`config.mk`:
```
export PLATFORM = sky130hd
export DESIGN_NAME = exec_stage_mc
export DESIGN_NICKNAME = d
export VERILOG_FILES = /design/src/rtl/exec_pkg.sv /design/src/rtl/exec_stage_mc_alu.sv /design/src/rtl/exec_stage_mc.sv
export SDC_FILE = /design/constraint.sdc
export NUM_CORES = 1
export LEC_CHECK = 0
export ABC_CLOCK_PERIOD_IN_PS = 13900
export BUFFER_PORTS_ARGS = -buffer_cell sky130_fd_sc_hd__clkbuf_2
export CAP_MARGIN = 20
export CORE_ASPECT_RATIO = 1.5
export CORE_MARGIN = 2
export CORE_UTILIZATION = 30
export DETAILED_ROUTE_END_ITERATION = 8
export GPL_ROUTABILITY_DRIVEN = 0
export GPL_TIMING_DRIVEN = 0
export HOLD_SLACK_MARGIN = 0.03
export PLACE_DENSITY = 0.55
export SLEW_MARGIN = 20
export SYNTH_ARGS = -nofsm -noshare
export SYNTH_HDL_FRONTEND = slang
export SYNTH_SLANG_ARGS = --single-unit
```
`constraint.sdc`:
```
create_clock -name clk -period 13.9 [get_ports clk]
set_input_delay 2.78 -clock clk [delete_from_list [all_inputs] [get_ports clk]]
set_output_delay 2.78 -clock clk [all_outputs]
set_load 0.005 [all_outputs]
```
`src/rtl/exec_pkg.sv`:
```
// Shared types and bufferOut field offsets for the execute stage.
// Optional iterative multiplier is enabled with the EXEC_MUL_EN macro.
package exec_pkg;

  typedef enum logic [3:0] {
    ALU_SUB = 4'd0,
    ALU_ADD = 4'd1,
    ALU_AND = 4'd2,
    ALU_OR  = 4'd3,
    ALU_CMP = 4'd4,
    ALU_SHL = 4'd5,
    ALU_SHR = 4'd6,
    ALU_MUL = 4'd7
  } alu_op_e;

  typedef enum logic [1:0] {
    FWD_RF     = 2'b00,
    FWD_MEM    = 2'b01,
    FWD_WB     = 2'b10,
    FWD_RF_ALT = 2'b11
  } fwd_sel_e;

  typedef enum logic [1:0] {
    MUL_IDLE = 2'd0,
    MUL_BUSY = 2'd1,
    MUL_DONE = 2'd2
  } mul_state_e;

  localparam int unsigned DEF_N  = 24;
  localparam int unsigned DEF_RA = 4;

  // bufferOut field positions, LSB upwards: rd3, Rc, regWrite, memToReg,
  // memWrite, branchFlag, neg, zero, aluResult, opCode, opType.
  function automatic int unsigned rc_lsb(input int unsigned n);
    return n;
  endfunction

  function automatic int unsigned regwrite_bit(input int unsigned n, input int unsigned ra);
    return n + ra;
  endfunction

  function automatic int unsigned neg_bit(input int unsigned n, input int unsigned ra);
    return n + ra + 4;
  endfunction

  function automatic int unsigned zero_bit(input int unsigned n, input int unsigned ra);
    return n + ra + 5;
  endfunction

  function automatic int unsigned res_lsb(input int unsigned n, input int unsigned ra);
    return n + ra + 6;
  endfunction

  function automatic int unsigned opcode_lsb(input int unsigned n, input int unsigned ra);
    return 2 * n + ra + 6;
  endfunction

  function automatic int unsigned optype_lsb(input int unsigned n, input int unsigned ra);
    return 2 * n + ra + 10;
  endfunction

  localparam int unsigned DEF_RES_LSB  = res_lsb(DEF_N, DEF_RA);
  localparam int unsigned DEF_ZERO_BIT = zero_bit(DEF_N, DEF_RA);
  localparam int unsigned DEF_NEG_BIT  = neg_bit(DEF_N, DEF_RA);

endpackage

```
`src/rtl/exec_stage_mc_alu.sv`:
```
// Combinational N-bit ALU for single-cycle ops 0-6 with zero/neg flags.
module exec_alu
  import exec_pkg::*;
#(
  parameter int unsigned N = 24
) (
  input  logic [N-1:0] a_i,
  input  logic [N-1:0] b_i,
  input  logic [3:0]   op_i,
  output logic [N-1:0] res_o,
  output logic         zero_o,
  output logic         neg_o
);

  // Result select; unsupported op codes yield zero.
  always_comb begin
    res_o = '0;
    case (op_i)
      ALU_SUB, ALU_CMP: res_o = a_i - b_i;
      ALU_ADD:          res_o = a_i + b_i;
      ALU_AND:          res_o = a_i & b_i;
      ALU_OR:           res_o = a_i | b_i;
      ALU_SHL:          res_o = a_i << b_i[4:0];
      ALU_SHR:          res_o = $signed(a_i) >>> b_i[4:0];
      default:          res_o = '0;
    endcase
  end

  assign zero_o = (res_o == '0);
  assign neg_o  = res_o[N-1];

endmodule

```
`src/rtl/exec_stage_mc.sv`:
```
// Execute stage with integrated EX/MEM register.
// Define EXEC_MUL_EN to build the iterative signed multiplier (aluControl 7).
module exec_stage_mc
  import exec_pkg::*;
#(
  parameter  int unsigned N  = 24,
  parameter  int unsigned RA = 4,
  localparam int unsigned BW = 2 * N + RA + 12
) (
  input  logic          clk,
  input  logic          rst,
  input  logic          en,
  input  logic          flush,
  input  logic          in_valid,
  input  logic [1:0]    opType,
  input  logic [3:0]    opCode,
  input  logic [3:0]    aluControl,
  input  logic          immSrc,
  input  logic          branchFlag,
  input  logic          memWrite,
  input  logic          memToReg,
  input  logic          regWrite,
  input  logic [RA-1:0] Rc,
  input  logic [N-1:0]  rd1,
  input  logic [N-1:0]  rd2,
  input  logic [N-1:0]  rd3,
  input  logic [N-1:0]  imm,
  input  logic [N-1:0]  pc,
  input  logic [1:0]    fwdA,
  input  logic [1:0]    fwdB,
  input  logic [N-1:0]  fwd_mem,
  input  logic [N-1:0]  fwd_wb,
  output logic          stall_out,
  output logic          out_valid,
  output logic [BW-1:0] bufferOut
);

  logic [N-1:0]  op_a, op_b, fwd_b_val, st_data, alu_res;
  logic          alu_zero, alu_neg, accept, rw_eff, stall;
  logic [BW-1:0] alu_word, buf_d, buf_q;
  logic          vld_d, vld_q;

  function automatic logic [N-1:0] fwd_pick(input logic [1:0] sel, input logic [N-1:0] rf,
                                            input logic [N-1:0] mem, input logic [N-1:0] wb);
    case (sel)
      FWD_MEM: return mem;
      FWD_WB:  return wb;
      default: return rf;
    endcase
  endfunction

  // Operand selection: forwarding first, then PC / immediate overrides.
  always_comb begin
    op_a      = branchFlag ? pc : fwd_pick(fwdA, rd1, fwd_mem, fwd_wb);
    fwd_b_val = fwd_pick(fwdB, rd2, fwd_mem, fwd_wb);
    op_b      = immSrc ? imm : fwd_b_val;
    st_data   = fwd_pick(fwdB, rd3, fwd_mem, fwd_wb);
  end

  exec_alu #(.N(N)) u_alu (
    .a_i    (op_a),
    .b_i    (op_b),
    .op_i   (aluControl),
    .res_o  (alu_res),
    .zero_o (alu_zero),
    .neg_o  (alu_neg)
  );

  assign accept   = en && in_valid && !stall;
  assign rw_eff   = regWrite && (aluControl != ALU_CMP);
  assign alu_word = {opType, opCode, alu_res, alu_zero, alu_neg, branchFlag,
                     memWrite, memToReg, rw_eff, Rc, st_data};

`ifdef EXEC_MUL_EN
  localparam int unsigned CW       = $clog2(N);
  localparam int unsigned RES_LSB  = res_lsb(N, RA);
  localparam int unsigned ZERO_BIT = zero_bit(N, RA);
  localparam int unsigned NEG_BIT  = neg_bit(N, RA);

  mul_state_e    state_q, state_d;
  logic [CW-1:0] cnt_q, cnt_d;
  logic [N-1:0]  mcand_q, mcand_d, mplier_q, mplier_d, acc_q, acc_d;
  logic [N-1:0]  acc_step, prod, a_mag, b_mag;
  logic          sign_q, sign_d, is_mul;
  logic [BW-1:0] pend_q, pend_d, mul_word;

  assign is_mul   = (aluControl == ALU_MUL);
  assign stall    = (state_q != MUL_IDLE);
  assign a_mag    = op_a[N-1] ? -op_a : op_a;
  assign b_mag    = op_b[N-1] ? -op_b : op_b;
  // cnt_q is the multiplier bit consumed this cycle; MUL_DONE consumes the
  // last bit and registers the result on the same edge.
  assign acc_step = acc_q + (mplier_q[0] ? mcand_q : '0);
  assign prod     = sign_q ? -acc_step : acc_step;

  // Completed product merged into the control fields captured at accept.
  always_comb begin
    mul_word                  = pend_q;
    mul_word[RES_LSB +: N]    = prod;
    mul_word[ZERO_BIT]        = (prod == '0);
    mul_word[NEG_BIT]         = prod[N-1];
  end

  // Multiplier FSM next-state: latch magnitudes, then one shift-add per cycle.
  always_comb begin
    state_d  = state_q;
    cnt_d    = cnt_q;
    mcand_d  = mcand_q;
    mplier_d = mplier_q;
    acc_d    = acc_q;
    sign_d   = sign_q;
    pend_d   = pend_q;
    case (state_q)
      MUL_IDLE: begin
        if (accept && is_mul) begin
          state_d  = MUL_BUSY;
          cnt_d    = '0;
          mcand_d  = a_mag;
          mplier_d = b_mag;
          acc_d    = '0;
          sign_d   = op_a[N-1] ^ op_b[N-1];
          pend_d   = alu_word;
        end
      end
      MUL_BUSY: begin
        acc_d    = acc_step;
        mcand_d  = mcand_q << 1;
        mplier_d = mplier_q >> 1;
        cnt_d    = cnt_q + 1'b1;
        if (cnt_d == CW'(N - 1)) state_d = MUL_DONE;
      end
      MUL_DONE: begin
        state_d = MUL_IDLE;
        cnt_d   = '0;
      end
      default: state_d = MUL_IDLE;
    endcase
  end

  // Multiplier state registers; en=0 holds everything mid-multiply.
  always_ff @(posedge clk) begin
    if (rst) begin
      state_q  <= MUL_IDLE;
      cnt_q    <= '0;
      mcand_q  <= '0;
      mplier_q <= '0;
      acc_q    <= '0;
      sign_q   <= 1'b0;
      pend_q   <= '0;
    end else if (flush) begin
      state_q <= MUL_IDLE;
      cnt_q   <= '0;
    end else if (en) begin
      state_q  <= state_d;
      cnt_q    <= cnt_d;
      mcand_q  <= mcand_d;
      mplier_q <= mplier_d;
      acc_q    <= acc_d;
      sign_q   <= sign_d;
      pend_q   <= pend_d;
    end
  end

  // Output word: finished product, a single-cycle op, or a bubble.
  always_comb begin
    buf_d = '0;
    vld_d = 1'b0;
    if (state_q == MUL_DONE) begin
      buf_d = mul_word;
      vld_d = 1'b1;
    end else if (accept && !is_mul) begin
      buf_d = alu_word;
      vld_d = 1'b1;
    end
  end
`else
  assign stall = 1'b0;

  // Output word: accepted op or a bubble.
  always_comb begin
    buf_d = '0;
    vld_d = 1'b0;
    if (accept) begin
      buf_d = alu_word;
      vld_d = 1'b1;
    end
  end
`endif

  // EX/MEM pipeline register.
  always_ff @(posedge clk) begin
    if (rst || flush) begin
      buf_q <= '0;
      vld_q <= 1'b0;
    end else if (en) begin
      buf_q <= buf_d;
      vld_q <= vld_d;
    end
  end

  assign stall_out = stall;
  assign out_valid = vld_q;
  assign bufferOut = buf_q;

endmodule

```
**After elaboration in Yosys (flattened, before gate mapping)**

Cells that the tools add are included.

- Bits in registers: 65
- Input bits: 196
- Output and inout bits: 66
- Logic and storage cells: 33

- $add $sub $neg: 2
- Equality and inequality tests: 11
- Shift operators: 2
- Multiplexer cells: 8
- Bitwise gates (word level): 2
- Reductions and logical operators: 6

Operator list:

| cell | count |
|---|---|
| $pmux 24 s2 | 3 |
| $pmux 24 s6 | 1 |
| $mux 64 | 1 |
| $mux 24 | 2 |
| $add 24x24->24 | 1 |
| $and 24x24->24 | 1 |
| $logic_not 24->1 | 1 |
| $or 24x24->24 | 1 |
| $shl 24x5->24 | 1 |
| $sshr 24x5->24 | 1 |
| $sub 24x24->24 | 1 |
| $eq 4x3->1 const B | 3 |
| $eq 4x2->1 const B | 2 |
| $eq 2x1->1 const B | 2 |
| $eq 2x2->1 const B | 2 |
| $eq 4x1->1 const B | 1 |
| $logic_not 4->1 | 1 |
| $ne 4x3->1 const B | 1 |
| $logic_and 1x1->1 | 2 |
| $reduce_or 2->1 | 1 |
| $logic_or 1x1->1 | 1 |
| $mux 1 | 1 |

**Logic depth before layout (Yosys ltp)**

Gate-level depths: netlist of run 1.

- Depth in word-level cells: 7
- Mapped depth: 29
- Depth with buffers taken out: 24

**By module**

From an unflattened synthesis of run 1, not the netlist that was laid out.

- Cells, all modules: 1211
- Area total of the unflattened synthesis: 9133.8 um^2

By module, submodules not included:

| module | times used | cells each | area each (um^2) | sequential area each (um^2) |
|---|---|---|---|---|
| exec_alu | 1 | 733 | 5273.8 | 0.0 |
| exec_stage_mc | 1 | 478 | 3860.0 | 1301.2 |

**Least setup slack after synthesis of run 1**

No wires, ideal clock.

- Path kind: input port to flip-flop
- Start point: input fwdB[0]
- End point: register buf_q[33], in the netlist bufferOut[33]
- Library setup time: 88 ps
- Data arrival time: 8317 ps
- Data required time: 13812 ps
- Setup slack: 5494 ps
- Stages on the path: 28
- Buffers on the path: 5
- Cell sequence: inv_1 > ha_1 > or2_1 > o221a_1 > buf_2 > inv_2 > buf_2 > buf_2 > buf_2 > buf_2 > ha_1 > nand2_1 > nor3_1 > nand2b_1 > o41ai_1 > xnor2_1 > ha_1 > a21oi_1 > o21ai_0 > a22oi_1 > nand3_1 > a31oi_1 > nand2_1 > xnor2_1 > a211o_1 > or3_1 > or4_1 > o32ai_2

- Cells in the longest elaborated chain, start to end: 7
- Elaborated cells on any way between the ends: 13
- Classes of those cells: add/sub (2); eq/ne (2); shift (2); mux (4); bitwise (2); reduce/logical (1)

Ends and longest elaborated chain:

| what | RTL line | text |
|---|---|---|
| from (decl) | exec_stage_mc.sv:30 | `input logic [1:0] fwdB,` |
| $eq 2x2->1 or $eq 2x1->1 (tied branches) | exec_stage_mc.sv:45 | `case (sel)` |
| $pmux 24 s2 (*) | exec_stage_mc.sv:45 |  |
| $mux 24 (*) | exec_stage_mc.sv:56 | `op_b = immSrc ? imm : fwd_b_val;` |
| $add 24x24->24 (tied with other cells) | exec_stage_mc_alu.sv:20 | `ALU_ADD: res_o = a_i + b_i;` |
| $pmux 24 s6 (*) | exec_stage_mc_alu.sv:18 | `case (op_i)` |
| $logic_not 24->1 (*) | exec_stage_mc_alu.sv:29 | `assign zero_o = (res_o == '0);` |
| $mux 64 (*) | exec_stage_mc.sv:183 | `if (accept) begin` |
| to (signal assigned) | exec_stage_mc.sv:196 | `buf_q <= buf_d;` |
| to (decl) | exec_stage_mc.sv:40 | `logic [BW-1:0] alu_word, buf_d, buf_q;` |

Every way passes the cells marked *; elsewhere a longest branch is shown, timed or not.
A chain may end at the register's enable or synchronous reset.

**Worst setup path in the final report of run 1**

Same ends and word-level chain as after synthesis.

==> metrics.md, run 1 <==
| Metric | Value |
|---|---|
| CP peak stage delay | 0.65 ns |
| Critical Path End Type | flip-flop |
| Met3 usage | 7.61% |
| Cell Area, Placed | 10800 um2 |
| Reg2reg path depth | 2 |
| Critical Path Source Type | input port |
| Antenna viol nets, final | 0 |
| Drt pass-1 iters | 7 |
| Tot Pwr | 1.07 mW |
| Hold Fails Final Rpt | 0 |
| # rows | 77 |
| Top post-synthesis cells by area | dfxtp_1 14%, mux2i_1 7.3%, nand2_1 6.7%, a21oi_1 5.5%, o21ai_0 4.7% |
| Final Cycle Share | 72.2% |
| Worst relative slew slack | 25.4% |
| CTS tree | built |
| Post-DR wirelength/cell | 27.3 um |
| Reg2reg end | bufferOut[56] |
| Resize count post-CTS | 0 |
| Area leader, netlist | dfxtp_1 |
| Worst Path Max Fanout | 10 |
| DR DRC count | 0 |
| Critical path class | in -> reg |
| EDFF count, synth | 0 |
| Worst Hold Class | reg -> reg |
| Post-CTS Setup Inserts | 0 |
| Placed insts | 1915 |
| Syn nets | 1486 |
| Final worst hold slack | 0.454 ns |
| Met2 GRT Util | 56.9% |
| Share of cells above drive strength 1 | 23.6% |
| Status | finished clean |
| Pre-CTS setup slack | 3.97 ns |
| Final instance area | 11100 um2 |
| Finished Core Util | 37.6% |
| Clk_lat worst skew | 0.35 ns |
| PnR worst setup slack | 3.86 ns |
| Crit-path slowest cell | a211oi_1 |
| Total die area | 31300 um2 |
| Drt total wl | 52.8 mm |
| Worst Skew | 0 ns |
| Most used cell, CP | buf_2 |
| Initial antenna violation count | 2 |
| DP Wirelength | 42.7 mm |
| GRT Residual Overflow | 0 |
| TritonCTS Sinks | 64 |
| Max Cap Violations | 0 |
| Largest net degree at the start of global routing | 13 |
| Worst vdd ir | 98.9 uV |
| Ys async rst share | 0% |
| CTS Hold Buffers Added | 0 |
| Nets@finish | 1758 |
| Die Span Y | 216 um |
| Core area | 29500 um2 |
| Initial Utilization | 30.4% |
| Hold path endpoint | bufferOut[1] |
| Post-Syn Instances | 1259 |
| Top FF cell, synth | dfxtp_1 |
| Filler cell count | 3199 |
| Final setup fails | 0 |
| Vias in the first global route | 11954 |
| DRT iter0 DRCs | 1445 |
| Seq. cell area | 1280 um2 |
| H-tree depth | 3 |
| Highest clock rate | 99.6 MHz |
| Synth Area per Inst | 7.11 um2 |
| # IOs | 262 |
| Total CTS buffers | 9 |
| Register bit count reported by yosys | 64 |
| Worst reg2reg setup slack | 13.17 ns |
| Post-synth top area share | 14.3% |
| PD cells | 96.9 nW/um2 |
| TNS Setup | 0 ns |
| Ys Warns | 0 |
| Min Tclk post-route | 10.04 ns |
| GRT Total Usage | 32.6% |
| Clock transition at path regs | 0.06 ns |
| Root buf cell | clkbuf_16 |
| Required @ worst endpoint | 14.17 ns |
| Vias per cell | 6.23 |
| Global-route wire length before repair | 76.6 mm |
| RSZ-0062 raised after global routing | no |
| CTS max path bufs | 2 |
| LEAKAGE | 4.56 nW |
| FF-to-FF Start | bufferOut[56] |
| Worst Min Path Start | bufferOut[1] |
| Die W | 145 um |
| GR Util met1 | 32.0% |
| Synthesized area | 8950 um2 |
| IO Port Bufs | 260 |
| Multi-input logic area | 7160 um2 |
| Sequential area share after synthesis | 14.3% |
| Crit path DAT | 10.31 ns |
| Worst Tran Pin Value | 1.12 ns |
| Hold path depth | 2 |
| Area growth from synthesis to layout | 23.7% |
| Non-filler instance count after layout | 1933 |
| Busiest grt layer | met2 |
| Routed vias | 12034 |
| Synth cell types | 88 |
| Max Transition Viols Final | 0 |
power by group:
group	internal, mW	leakage, nW	switching (mW)	total, mW
clock	0.144	0.145	0.0961	0.240
sequential	0.188	0.518	0.00259	0.190
combinational	0.218	3.90	0.425	0.643
cells in the mapped netlist (11+ instances only):
cell type / n
nand2_1: 160
nor2_1: 110
a21oi_1: 99
o21ai_0: 84
mux2i_1: 65
dfxtp_1: 64
clkbuf_1: 61
nor3_1: 37
nand2b_1: 34
nand3_1: 33
ha_1: 30
a22oi_1: 29
a22o_1: 28
xnor2_1: 28
a211oi_1: 26
a221oi_1: 26
nor2b_1: 23
buf_2: 21
maj3_1: 21
o31ai_1: 21
o221a_2: 15
inv_1: 14
a31oi_1: 11
o211ai_1: 11
or3_1: 11
per-layer routing:
layer,routed length (um),part of all wire [%],vias to the layer above
met5,0,0,-
met4,5430,10,0
met3,4710,8.9,286
met2,25400,48,901
met1,17200,33,5541
li1,-,-,5306
how the worst max path moves through the flow:
stage          cells after the start            end  startpoint  slack, ns
2_1_floorplan                     28  bufferOut[33]     fwdB[0]       5.49
3_3_place_gp                      28  bufferOut[33]     fwdB[0]       3.91
3_5_place_dp                      28  bufferOut[33]     fwdB[0]       3.97
4_1_cts                           28  bufferOut[33]     fwdB[0]       4.30
5_1_grt                           28  bufferOut[33]     fwdB[0]       3.67
6_report                          28  bufferOut[33]     fwdB[0]       3.86
cell usage in the layout (no fill, tap or decap), drive strengths merged, types with 9 or more instances in the layout:
cell type	n
o221a	23
a211oi	29
nand2	160
inv	18
a22o	28
a31oi	11
xnor2	28
clkbuf	331
o21ai	87
buf	41
dfxtp	64
nor3b	9
nand2b	34
nor2b	23
nand4	10
nand3	33
a211o	11
a21oi	99
nor3	37
or3	11
nor2	111
ha	30
mux2i	69
a221oi	26
o31ai	21
a22oi	30
maj3	21
o211ai	11
cell families (layout without fill, tap and decap cells):
kind of cell | count (synthesis) | count (layout) | synth area share [%]
other | 1 | 3 | 0.0419
AOI/OAI and AO/OA | 443 | 443 | 35.5
adders and majority gates | 52 | 52 | 6.76
xor gates and xnor gates | 35 | 35 | 3.42
buffers and inverters | 118 | 395 | 5.83
muxes | 77 | 77 | 9.21
DFF | 64 | 64 | 14.3
and+or+nand+nor | 469 | 469 | 24.9
state kept, by name, indices dropped and copies added, names as in the netlist:
register,flops
bufferOut,63
out_valid,1
worst max-delay path: cells and delay by family:
family,cells,cell delay [ns]
adders and majority gates,3,0.97
buffers and inverters,8,1.96
xor gates and xnor gates,2,0.25
and+or+nand+nor,10,2.64
AOI/OAI and AO/OA,5,1.68
cell type report:
cell class,count,area share [%]
multi-input combinational,1077,64.6
timing repair buffer,261,11.8
sequential,64,11.6
tap,395,4.46
buffer,101,4.14
clock buffer,10,2.16
clock inverter,6,0.610
inverter,17,0.576
antenna,2,0.0452
(Power assumes the default switching activity.)
==> inputs of run 2 (changes only) <==
Settings changed: ABC_CLOCK_PERIOD_IN_PS 13900 to 9200, PLACE_DENSITY 0.55 to 0.57.
Clock period 13.9 ns to 9.2 ns, I/O delays scaled along.
==> metrics.md, run 2 (synthesis results as in run 1) <==
| Metric | Value |
|---|---|
| Status | finished clean |
| Die Span Y | 216 um (unchanged) |
| Vias per cell | 6.25 (+0.32%) |
| Global-route wire length before repair | 76.5 mm (-0.19%) |
| Vias in the first global route | 12064 (+0.92%) |
| Required @ worst endpoint | 9.48 ns (-4.69 ns) |
| Crit path DAT | 9.19 ns (-1.12 ns) |
| Final setup fails | 0 (unchanged) |
| Nets@finish | 1758 (unchanged) |
| Hold Fails Final Rpt | 0 (unchanged) |
| Crit-path slowest cell | or4_1 |
| Worst Hold Class | reg -> reg |
| Final Cycle Share | 96.8% |
| Most common cell after layout, fill and taps aside | clkbuf_2 |
| Initial antenna violation count | 0 (-2) |
| LEAKAGE | 4.58 nW (+0.47%) |
| PnR worst setup slack | 0.294 ns (-3.57 ns) |
| GRT Total Usage | 32.6% (+0.061 points) |
| Critical Path End Type | flip-flop |
| Min Tclk post-route | 8.91 ns |
| Crit path to | bufferOut[33] |
| Total CTS buffers | 9 (unchanged) |
| H-tree depth | 3 (unchanged) |
| Most used cell, CP | buf_2 |
| Clock transition at path regs | 0.06 ns (about the same) |
| Post-DR wirelength/cell | 27.2 um (-0.58%) |
| Max Cap Violations | 0 (unchanged) |
| GRT Residual Overflow | 0 (unchanged) |
| # IOs | 262 (unchanged) |
| Post-CTS Setup Inserts | 0 (unchanged) |
| Die W | 145 um (unchanged) |
| CTS Hold Buffers Added | 0 (unchanged) |
| Pre-CTS setup slack | 0.265 ns (-3.70 ns) |
| CTS max path bufs | 2 (unchanged) |
| Worst relative slew slack | 14.1% (-11 points) |
| IO Port Bufs | 260 (unchanged) |
| Drt pass-1 iters | 6 (-1) |
| Reg2reg end | bufferOut[56] |
| DP Wirelength | 42.0 mm (-1.7%) |
| Root buf cell | clkbuf_16 |
| Drt total wl | 52.4 mm (-0.68%) |
| CP peak stage delay | 0.57 ns (-0.08 ns) |
| Reg2reg path depth | 2 (unchanged) |
| Worst vdd ir | 145 uV (+46%) |
| Critical Path Source Type | input port |
| DRT iter0 DRCs | 1457 (+0.83%) |
| ANT cells | 0 (-2) |
| Worst Skew | 0 ns (unchanged) |
| TritonCTS Sinks | 64 (unchanged) |
| Largest net degree at the start of global routing | 13 (unchanged) |
| Highest clock rate | 112 MHz |
| # rows | 77 (unchanged) |
| DR DRC count | 0 (unchanged) |
| FF-to-FF Start | bufferOut[56] |
| Initial Utilization | 30.4% (unchanged) |
| Core area | 29500 um2 (unchanged) |
| Clk_lat worst skew | 0.36 ns (about the same) |
| Max Transition Viols Final | 0 (unchanged) |
| Resize count post-CTS | 0 (unchanged) |
| Critical Path Source | fwdB[0] |
| RSZ-0062 raised after global routing | no |
| Worst Tran Pin Value | 1.27 ns (+0.153 ns) |
| Cell Area, Placed | 10800 um2 (unchanged) |
| Routed vias | 12060 (+0.22%) |
| Antenna viol nets, final | 0 (unchanged) |
| Commonest cells after routing, fill and taps aside | 260 x clkbuf_2, 160 x nand2_1, 110 x nor2_1 |
| Critical path class | in -> reg |
| Worst reg2reg setup slack | 8.48 ns (-4.69 ns) |
| Worst Path Max Fanout | 10 (unchanged) |
| Area growth from synthesis to layout | 24.0% |
| Total die area | 31300 um2 (unchanged) |
| Final instance area | 11100 um2 (+0.25%) |
| TNS Setup | 0 ns (unchanged) |
| CTS tree | built |
| PD cells | 150 nW/um2 (+54%) |
| Max reg flops | 63 (unchanged) |
| Share of cells above drive strength 1 | 23.6% (unchanged) |
## run 2: per-layer routing
| metal | part of all wire [%] | wire (um) | global-route usage [%] | up-vias |
|---|---|---|---|---|
| met2 | 48 | 24900 | 56.7 | 954 |
| met5 | 0 | 0 | 0.313 | - |
| met4 | 11 | 5670 | 29.2 | 0 |
| met1 | 32 | 17000 | 32.5 | 5490 |
| met3 | 9.2 | 4800 | 7.46 | 310 |
| li1 | - | - | - | 5306 |
## run 2: power breakdown
| part | internal (mW) | leakage (nW) | total [mW] | switching [mW] |
|---|---|---|---|---|
| clock | 0.254 | 0.167 | 0.404 | 0.150 |
| combinational | 0.329 | 3.90 | 0.968 | 0.639 |
| sequential | 0.283 | 0.518 | 0.287 | 0.00387 |
## run 2: layout make-up
cell class	instances	area, um2
Inverter	17	63.8
Clock inverter	5	86.3
Tap cell	395	494
Timing Repair Buffer	261	1310
Fill cell	3221	18400
Multi-Input combinational cell	1077	7160
Clock buffer	11	253
Buffer	101	458
Sequential cell	64	1280
## run 2: worst min-delay path by stage
stage	start	endpoint	depth (start not counted)
4_1_cts	bufferOut[1]	bufferOut[1]	2
3_3_place_gp	bufferOut[1]	bufferOut[1]	2
6_report	bufferOut[29]	bufferOut[29]	2
5_1_grt	bufferOut[1]	bufferOut[1]	2
2_1_floorplan	bufferOut[1]	bufferOut[1]	2
3_5_place_dp	bufferOut[1]	bufferOut[1]	2
## run 2: worst max-delay path: cells and delay by family
family	cells	cell delay, ns
adder cells (fa/ha/maj)	3	0.88
buffers and inverters	8	1.86
AO/OA/AOI/OAI	9	2.53
AND/OR/NAND/NOR	7	1.77
XOR/XNOR	2	0.27
## run 2: per-stage QoR
| step | cells | util [%] | power (mW) | hold WS [ns] |
|---|---|---|---|---|
| floorplan | 1259 | - | 0.883 | 0.448 |
| global placement | 1914 | 36.5 | 1.20 | 0.439 |
| detailed placement | 1915 | 36.5 | 1.20 | 0.451 |
| CTS | 1931 | 37.7 | 1.60 | 0.460 |
| global route | 1931 | 37.7 | 1.72 | 0.473 |
| finish | 1931 | 37.7 | 1.66 | 0.464 |
